--- config.mk ---
export PLATFORM = sky130hd
export DESIGN_NAME = display_frame_arbiter
export DESIGN_NICKNAME = d
export VERILOG_FILES = /design/src/rtl/display_frame_arbiter.sv
export SDC_FILE = /design/constraint.sdc
export NUM_CORES = 1
export LEC_CHECK = 0
export ABC_AREA = 1
export CAP_MARGIN = 20
export CORE_ASPECT_RATIO = 1.5
export CORE_MARGIN = 3
export CORE_UTILIZATION = 35
export CTS_BUF_LIST = sky130_fd_sc_hd__clkbuf_2 sky130_fd_sc_hd__clkbuf_4 sky130_fd_sc_hd__clkbuf_8
export DETAILED_ROUTE_END_ITERATION = 8
export SLEW_MARGIN = 10
export SYNTH_ARGS = -nofsm -noshare
export SYNTH_HDL_FRONTEND = slang
export SYNTH_SLANG_ARGS = --single-unit
--- constraint.sdc ---
create_clock -name clk -period 5.11 [get_ports clk]
set_input_delay 1.022 -clock clk [delete_from_list [all_inputs] [get_ports clk]]
set_output_delay 1.022 -clock clk [all_outputs]
set_load 0.01 [all_outputs]
--- src/rtl/display_frame_arbiter.sv ---
// Round-robin arbiter that picks one requester's digit frame and hands it to the
// display shift-register controller, re-sending blinking frames on every blink phase change.
module display_frame_arbiter #(
  parameter int          NUM_DIGITS   = 6,
  parameter int          NUM_REQ      = 3,
  parameter int          BLINK_CYCLES = 500000,
  parameter logic [7:0]  BLANK_CODE   = 8'hFF
) (
  input  logic                              clk,
  input  logic                              rst,
  input  logic [NUM_REQ-1:0]                req_valid,
  input  logic [NUM_REQ*NUM_DIGITS*8-1:0]   req_data,
  input  logic [NUM_REQ*NUM_DIGITS-1:0]     req_blink,
  output logic [NUM_REQ-1:0]                req_ready,
  output logic [NUM_REQ-1:0]                grant,
  output logic                              disp_valid,
  input  logic                              disp_ready,
  output logic [NUM_DIGITS*8-1:0]           dig_data_out
);

  localparam int FW = NUM_DIGITS * 8;
  localparam int CW = (BLINK_CYCLES > 2) ? $clog2(BLINK_CYCLES) : 1;
  localparam int PW = (NUM_REQ > 1) ? $clog2(NUM_REQ) : 1;

  localparam logic [0:0] S_IDLE = 1'b0;
  localparam logic [0:0] S_SEND = 1'b1;

  logic [0:0]            state;
  logic [FW-1:0]         buf_data;
  logic [NUM_DIGITS-1:0] buf_mask;
  logic [CW-1:0]         blink_cnt;
  logic                  blink_phase;
  logic                  pending;
  logic [PW-1:0]         rr_ptr;

  logic                  sel_found;
  logic [PW-1:0]         sel_idx;
  logic [NUM_REQ-1:0]    sel_onehot;
  logic [FW-1:0]         sel_data;
  logic [NUM_DIGITS-1:0] sel_mask;
  logic                  accept;
  logic                  toggle;
  logic                  next_phase;
  logic                  resend;

  function automatic logic [FW-1:0] blank_frame(input logic [FW-1:0] d,
                                                input logic [NUM_DIGITS-1:0] m,
                                                input logic ph);
    logic [FW-1:0] r;
    r = d;
    for (int unsigned i = 0; i < NUM_DIGITS; i++) begin
      if (ph && m[i]) r[i*8 +: 8] = BLANK_CODE;
    end
    return r;
  endfunction

  // Two passes give "first valid at or after rr_ptr, wrapping" with constant indices only.
  always_comb begin
    sel_found = 1'b0;
    sel_idx   = '0;
    for (int unsigned i = 0; i < NUM_REQ; i++) begin
      if (!sel_found && req_valid[i] && (PW'(i) >= rr_ptr)) begin
        sel_found = 1'b1;
        sel_idx   = PW'(i);
      end
    end
    for (int unsigned i = 0; i < NUM_REQ; i++) begin
      if (!sel_found && req_valid[i]) begin
        sel_found = 1'b1;
        sel_idx   = PW'(i);
      end
    end
  end

  always_comb begin
    sel_onehot = '0;
    sel_data   = '0;
    sel_mask   = '0;
    for (int unsigned i = 0; i < NUM_REQ; i++) begin
      if (sel_idx == PW'(i)) begin
        sel_onehot[i] = 1'b1;
        sel_data      = req_data[i*FW +: FW];
        sel_mask      = req_blink[i*NUM_DIGITS +: NUM_DIGITS];
      end
    end
  end

  assign accept     = (state == S_IDLE) && sel_found;
  assign req_ready  = accept ? sel_onehot : '0;
  assign disp_valid = (state == S_SEND);
  assign toggle     = (blink_cnt == CW'(BLINK_CYCLES - 1));
  assign next_phase = blink_phase ^ toggle;
  assign resend     = (state == S_IDLE) && !sel_found && (|buf_mask) && (toggle || pending);

  // The output frame is built with the phase that will be current during SEND, then held.
  always_ff @(posedge clk or posedge rst) begin
    if (rst) begin
      state        <= S_IDLE;
      buf_data     <= '0;
      buf_mask     <= '0;
      blink_cnt    <= '0;
      blink_phase  <= 1'b0;
      pending      <= 1'b0;
      rr_ptr       <= '0;
      grant        <= '0;
      dig_data_out <= {NUM_DIGITS{BLANK_CODE}};
    end else begin
      blink_cnt   <= toggle ? '0 : blink_cnt + CW'(1);
      blink_phase <= next_phase;
      case (state)
        S_IDLE: begin
          if (accept) begin
            buf_data     <= sel_data;
            buf_mask     <= sel_mask;
            dig_data_out <= blank_frame(sel_data, sel_mask, next_phase);
            grant        <= sel_onehot;
            rr_ptr       <= (sel_idx == PW'(NUM_REQ - 1)) ? '0 : sel_idx + PW'(1);
            pending      <= 1'b0;
            state        <= S_SEND;
          end else if (resend) begin
            dig_data_out <= blank_frame(buf_data, buf_mask, next_phase);
            pending      <= 1'b0;
            state        <= S_SEND;
          end
        end
        default: begin
          if (toggle) pending <= 1'b1;
          if (disp_ready) state <= S_IDLE;
        end
      endcase
    end
  end

endmodule

==> results.py, run 1 <==
metrics = {
    "run_status": {
        "outcome": "finished, final reports clean",
    },
    "floorplan": {
        "ioPinCount": 223,
        "die_h_um": 179,
        "rows": 62,
        "die_width_um": 121,
        "coreArea_um2": 19300,
        "start_util_pct": 36.0,
        "die_area_um2": 21600,
    },
    "finish": {
        "final_nets": 1313,
        "drive_above_1_share_pct": 14.3,
        "syn_to_final_growth_pct": 40.4,
        "n_antenna_cell": 0,
        "fillers": 1940,
    },
    "yosys": {
        "synth-seq-area-share_pct": 46.9,
        "ys_top_cells_by_area": "dfrtp_1 (29%), dfstp_2 (18%), nand2_1 (15%)",
        "yosysTopAreaCellShare_pct": 28.8,
        "synth.net_count": 1099,
        "synth_warnings": 0,
        "synth_area_um2": 6950,
        "synth_cells": 930,
        "synth_top_flop_cell": "dfrtp_1",
        "synth-edff-count": 0,
        "synth_cell_types": 36,
        "yosysTopAreaCell": "dfrtp_1",
        "async_reset_ff_share_pct": 100,
        "yosys_register_bits": 128,
        "avgSynthCellArea_um2": 7.47,
    },
    "placed_design": {
        "port_buffers": 222,
        "dpl_worst_slack_ns": 0.799,
        "place.gp.congestion": 0.819,
        "hpwl_um": 14900,
    },
    "cts": {
        "clock-sinks": 128,
        "cts_tree": "done",
        "htreeDepth": 4,
        "clkLatencyLatePin_ns": 0.45,
        "cts_setup_buffers": 0,
        "cts_made_buffers": 17,
        "clk_pin_slew_ns": 0.08,
        "holdBufCountCts": 0,
        "post_cts_resize_count": 0,
        "cts-root-buf": "clkbuf_8",
        "clockBufferDepth": 2,
    },
    "timing": {
        "maxSlewHeadroom_pct": 44.3,
        "clock.fmax_mhz": 234,
        "setup_viol": 0,
        "worst_pin_slew_ns": 0.836,
        "layout_setup_ws_ns": 0.830,
        "hold_viol": 0,
        "finalCriticalPeriod_ns": 4.28,
        "slew_violations": 0,
        "finalCritPeriodShare_pct": 83.8,
        "rsz0062_at_grt": "no",
        "finalClockSkew_ns": 0.0123,
        "tns_ns": 0,
    },
    "grt": {
        "grt_use_total_pct": 19.1,
        "grt_overflow_total": 0,
        "grt_max_degree": 72,
        "grt_first_pass_wirelength_um": 32100,
        "grt_pass1_vias": 6253,
        "antenna_found_initial": 0,
    },
    "route": {
        "dr.pass1.iters": 5,
        "wl_per_cell_um": 14.6,
        "ant_nets": 0,
        "drt-initial-drc-count": 203,
        "drc_errors": 0,
        "totalWireLength_um": 20600,
        "num_vias": 6388,
        "avgViaCountPerCell": 4.52,
    },
    "worst_setup_path": {
        "reg2regPathDepth": 11,
        "r2r-start": "rr_ptr[0]",
        "crit_fanout": 22,
        "setup.worst_path.class": "primary input to output port",
        "r2r-end": "dig_data_out[24]",
        "crit_arrival_ns": 3.26,
        "r2r_slack_ns": 2.08,
        "critPathCaptureType": "output port",
        "cp.required_ns": 4.09,
        "worst_setup_path_start_kind": "primary input",
    },
    "worst_hold_path": {
        "hold_path_end": "blink_cnt[0]",
        "hold_path_class": "flip-flop to flip-flop",
        "hp-start": "blink_cnt[0]",
        "hold_depth": 1,
    },
    "power_and_ir_drop": {
        "ir_drop_mv": 0.251,
        "p_leak_nw": 4.64,
        "report.power.total_w": 0.00517,
        "power.density_nw_per_um2": 530,
    },
    "run": {
        "maxCapViolCount": 0,
    },
}
## worst max-delay path by stage
| stage | endpoint | slack [ns] | cells past startpoint | startpoint |
|---|---|---|---|---|
| 2_1_floorplan | blink_cnt[0] | 0.75 | 1 | rst |
| 3_3_place_gp | req_ready[2] | 0.82 | 8 | req_valid[1] |
| 3_5_place_dp | req_ready[2] | 0.80 | 8 | req_valid[1] |
| 4_1_cts | req_ready[2] | 0.79 | 8 | req_valid[1] |
| 5_1_grt | req_ready[2] | 0.67 | 8 | req_valid[1] |
| 6_report | req_ready[2] | 0.83 | 8 | req_valid[1] |
## through the flow
step / hold WS (ns) / util [%] / area [µm²] / instances
floorplan: 0.433 / - / 6950 / 930
finish: 0.467 / 50.5 / 9760 / 1413
global placement: 0.452 / 48.3 / 9330 / 1381
detailed placement: 0.457 / 48.3 / 9330 / 1381
CTS: 0.469 / 50.5 / 9760 / 1413
global route: 0.493 / 50.5 / 9760 / 1413
## power breakdown
part	internal, W	switching (W)	leakage [nW]
logic	0.00102	0.00144	2.94
clock network	0.000516	0.000431	0.201
registers	0.00159	0.000178	1.50
## registers in the layout, indices dropped and copies added (netlist names)
register      cells
blink_phase       1
rr_ptr            1
blink_cnt        19
buf_data         48
grant             3
disp_valid        1
dig_data_out     48
pending           1
buf_mask          6
## logic make-up (layout without fill, tap and decap cells)
logic type	count (synthesis)	count (layout)	share of synthesized area (%)
simple gates	598	598	36.1
fa+ha+maj	1	1	0.180
compound gates	62	62	7.02
xor+xnor	6	6	0.756
flops	128	128	46.9
buf+inv	135	362	9.02
## layout make-up
cell class / instances / area (µm²) / share of cell area (%)
flip-flops and latches: 128 / 3260 / 33.4
clock inverters: 12 / 159 / 1.63
multi-input cells: 667 / 3070 / 31.4
inverters: 95 / 364 / 3.73
well taps: 256 / 320 / 3.28
repair buffers: 235 / 2320 / 23.8
clock buffers: 20 / 269 / 2.76
## synth_stat cells (all sizes together), types with 5 or more instances
cell	number
a21oi	47
buf	35
clkbuf	5
dfrtp	80
dfstp	48
inv	95
nand2	291
nand3	91
nor2	196
o21ai	7
or2	13
xor2	6
## metal layers
layer	track usage (%)	up-vias	wire, µm	share of wire, %
met2	34.4	156	10800	52
li1	-	3288	-	-
met4	6.43	0	411	2.0
met5	0	-	0	0
met1	21.7	2922	8250	40
met3	5.23	22	1170	5.7
## critical path: stages
cell             delay, ns
clkdlybuf4s50_1       0.54
nand2_1               0.14
nand2_2               0.08
o31ai_4               0.30
buf_4                 0.40
inv_2                 0.06
nor2_1                0.14
clkdlybuf4s50_1       0.56
## cell usage in the layout, fill, tap and decap left out, types with 2 or more instances in the layout
| cell type | Yosys | final |
|---|---|---|
| dfrtp_1 | 80 | 80 |
| nor2_4 | 2 | 2 |
| nor2_1 | 190 | 190 |
| dfstp_2 | 48 | 48 |
| nand4_1 | 2 | 2 |
| xor2_1 | 6 | 6 |
| bufinv_16 | 0 | 3 |
| clkdlybuf4s50_1 | 0 | 222 |
| inv_1 | 90 | 89 |
| inv_2 | 4 | 4 |
| nand2_4 | 3 | 4 |
| or2_0 | 6 | 6 |
| nor3_1 | 3 | 3 |
| clkinvlp_4 | 0 | 5 |
| o21ai_0 | 7 | 7 |
| nand2_2 | 12 | 11 |
| or2_2 | 6 | 6 |
| clkbuf_8 | 0 | 19 |
| a21oi_1 | 11 | 11 |
| a21oi_2 | 36 | 36 |
| inv_6 | 0 | 3 |
| buf_4 | 5 | 13 |
| nand3_1 | 90 | 90 |
| a21boi_0 | 2 | 2 |
| nand2_1 | 276 | 276 |
| nor2_2 | 3 | 3 |
| o21bai_1 | 3 | 3 |
Power figures use the tool's default switching activity.
==> run 2: changes to the inputs <==
--- a/config.mk
+++ b/config.mk
@@ -12,6 +12,7 @@
 export CORE_UTILIZATION = 35
 export CTS_BUF_LIST = sky130_fd_sc_hd__clkbuf_2 sky130_fd_sc_hd__clkbuf_4 sky130_fd_sc_hd__clkbuf_8
 export DETAILED_ROUTE_END_ITERATION = 8
+export PLACE_DENSITY = 0.66
 export SLEW_MARGIN = 10
 export SYNTH_ARGS = -nofsm -noshare
 export SYNTH_HDL_FRONTEND = slang
==> constraint.sdc (replaced) <==
create_clock -name clk -period 3.71 [get_ports clk]
set_input_delay 0.742 -clock clk [delete_from_list [all_inputs] [get_ports clk]]
set_output_delay 0.742 -clock clk [all_outputs]
set_load 0.01 [all_outputs]
==> run 2 against run 1 <==
  * Worst hold slack worse by 0.0028 ns
  * Core utilization increased by 0.078 points
  * First-iteration DRC count rose by 25%
  * Final cell count stayed put
  * Clock skew increased by 0.0043 ns
  * Count of clock-buffer cells in the layout unchanged
  * Die area stayed put
  * Wire length down 1.3%
  * Global-route usage about the same
  * Via count grew 0.53%
  * Sequential power up 38%
  * Critical path type unchanged
  * Critical endpoint is now req_ready[0]
  * Largest power group unchanged
==> results.py, run 2 (synthesized netlist as in run 1, its figures left out) <==
metrics = {
    "run_status": {
        "outcome": "finished, final reports clean",
    },
    "cts": {
        "post_cts_resize_count": 0,
        "cts_setup_buffers": 0,
        "htreeDepth": 4,
        "clockBufferDepth": 2,
        "clock-sinks": 128,
        "cts_made_buffers": 17,
        "clk_pin_slew_ns": 0.08,
        "clkLatencyLatePin_ns": 0.46,
        "cts_tree": "done",
        "holdBufCountCts": 0,
        "cts-root-buf": "clkbuf_8",
    },
    "timing": {
        "maxSlewHeadroom_pct": 40.5,
        "clock.fmax_mhz": 285,
        "finalClockSkew_ns": 0.0167,
        "hold_ws_ns": 0.464,
        "finalCriticalPeriod_ns": 3.51,
        "worst_pin_slew_ns": 0.893,
        "slew_violations": 0,
        "setup_viol": 0,
        "tns_ns": 0,
        "rsz0062_at_grt": "no",
        "hold_viol": 0,
        "finalCritPeriodShare_pct": 94.7,
    },
    "finish": {
        "layout_commonest_cell": "nand2_1",
        "fin_area_um2": 9780,
        "layout_common_cells": "nand2_1 (276), clkdlybuf4s50_1 (222), nor2_1 (190)",
        "final_nets": 1313,
        "drive_above_1_share_pct": 14.3,
        "reg_top3": "buf_data: 48 flops, dig_data_out: 48 flops, blink_cnt: 19 flops",
        "n_antenna_cell": 0,
        "syn_to_final_growth_pct": 40.6,
    },
    "route": {
        "ant_nets": 0,
        "drc_errors": 0,
        "totalWireLength_um": 20400,
        "avgViaCountPerCell": 4.54,
        "drt-initial-drc-count": 253,
        "wl_per_cell_um": 14.4,
        "dr.pass1.iters": 6,
        "num_vias": 6422,
    },
    "grt": {
        "grt_pass1_vias": 6334,
        "grt_first_pass_wirelength_um": 32100,
        "grt_overflow_total": 0,
        "antenna_found_initial": 1,
        "grt_max_degree": 129,
        "grt_use_total_pct": 19.2,
    },
    "floorplan": {
        "ioPinCount": 223,
        "die_h_um": 179,
        "die_area_um2": 21600,
        "die_width_um": 121,
        "start_util_pct": 36.0,
        "rows": 62,
        "coreArea_um2": 19300,
    },
    "placed_design": {
        "port_buffers": 222,
        "dpl_cell_area_um2": 9340,
        "place.gp.congestion": 0.807,
        "hpwl_um": 14400,
    },
    "worst_setup_path": {
        "reg2regPathDepth": 12,
        "cp.required_ns": 2.97,
        "worst_setup_path_start_kind": "primary input",
        "crit_fanout": 9,
        "crit_arrival_ns": 2.77,
        "setup.worst_path.class": "primary input to output port",
        "critPathCaptureType": "output port",
    },
    "power_and_ir_drop": {
        "power.density_nw_per_um2": 729,
        "ir_drop_mv": 0.363,
        "p_leak_nw": 4.65,
    },
    "run": {
        "maxCapViolCount": 0,
    },
    "worst_hold_path": {
        "hold_depth": 1,
        "hold_path_class": "flip-flop to flip-flop",
    },
}
[run 2: changes by cell type in the layout (fill, tap and decap cells not counted), sizes merged]
| cell | before | now |
|---|---|---|
| inv | 97 | 96 |
| clkinv | 2 | 3 |
[run 2: through the flow]
step,instances,total power [W],utilization (%),setup WS [ns]
5_1_grt,1413,0.00774,50.6,0.0826
3_3_place_gp,1381,0.00587,48.4,0.218
4_1_cts,1413,0.00726,50.6,0.162
3_5_place_dp,1381,0.00592,48.4,0.172
6_report,1413,0.00713,50.6,0.196
2_1_floorplan,930,0.00461,-,1.20
[run 2: where the power goes]
part | internal, W | switching [W] | leakage, nW
clock | 0.000720 | 0.000583 | 0.208
sequential | 0.00219 | 0.000247 | 1.50
combinational | 0.00141 | 0.00197 | 2.94
[run 2: layout make-up]
cell class	instances	area [µm²]
clock buffer	20	275
clock inverter	12	156
fill	1909	9540
inverter	95	363
multi-input combinational	667	3070
sequential	128	3260
tap	256	320
timing repair buffer	235	2330
[run 2: worst max-delay path, stage by stage]
cell,delay [ns]
clkdlybuf4s50_1,0.63
a21oi_1,0.13
nand3_2,0.11
o31ai_4,0.10
nor2_4,0.28
nand2_1,0.15
inv_1,0.07
clkdlybuf4s50_1,0.54
[run 2: layer usage]
metal | track usage [%] | routed length, µm
met1 | 21.7 | 8100
met2 | 34.3 | 10700
met3 | 5.33 | 1210
met4 | 7.04 | 380
met5 | 0 | 13
[run 2: worst paths after layout]
path	from	endpoint	slack, ns
setup / recovery	req_valid[1]	req_ready[0]	0.20
hold / removal	blink_cnt[0]	blink_cnt[0]	0.46
setup reg to reg	grant[1]	dig_data_out[36]	1.14
hold reg to reg	blink_cnt[0]	blink_cnt[0]	0.46
max in group asynchronous	rst	buf_data[30]	2.35
min in group asynchronous	rst	grant[0]	0.81
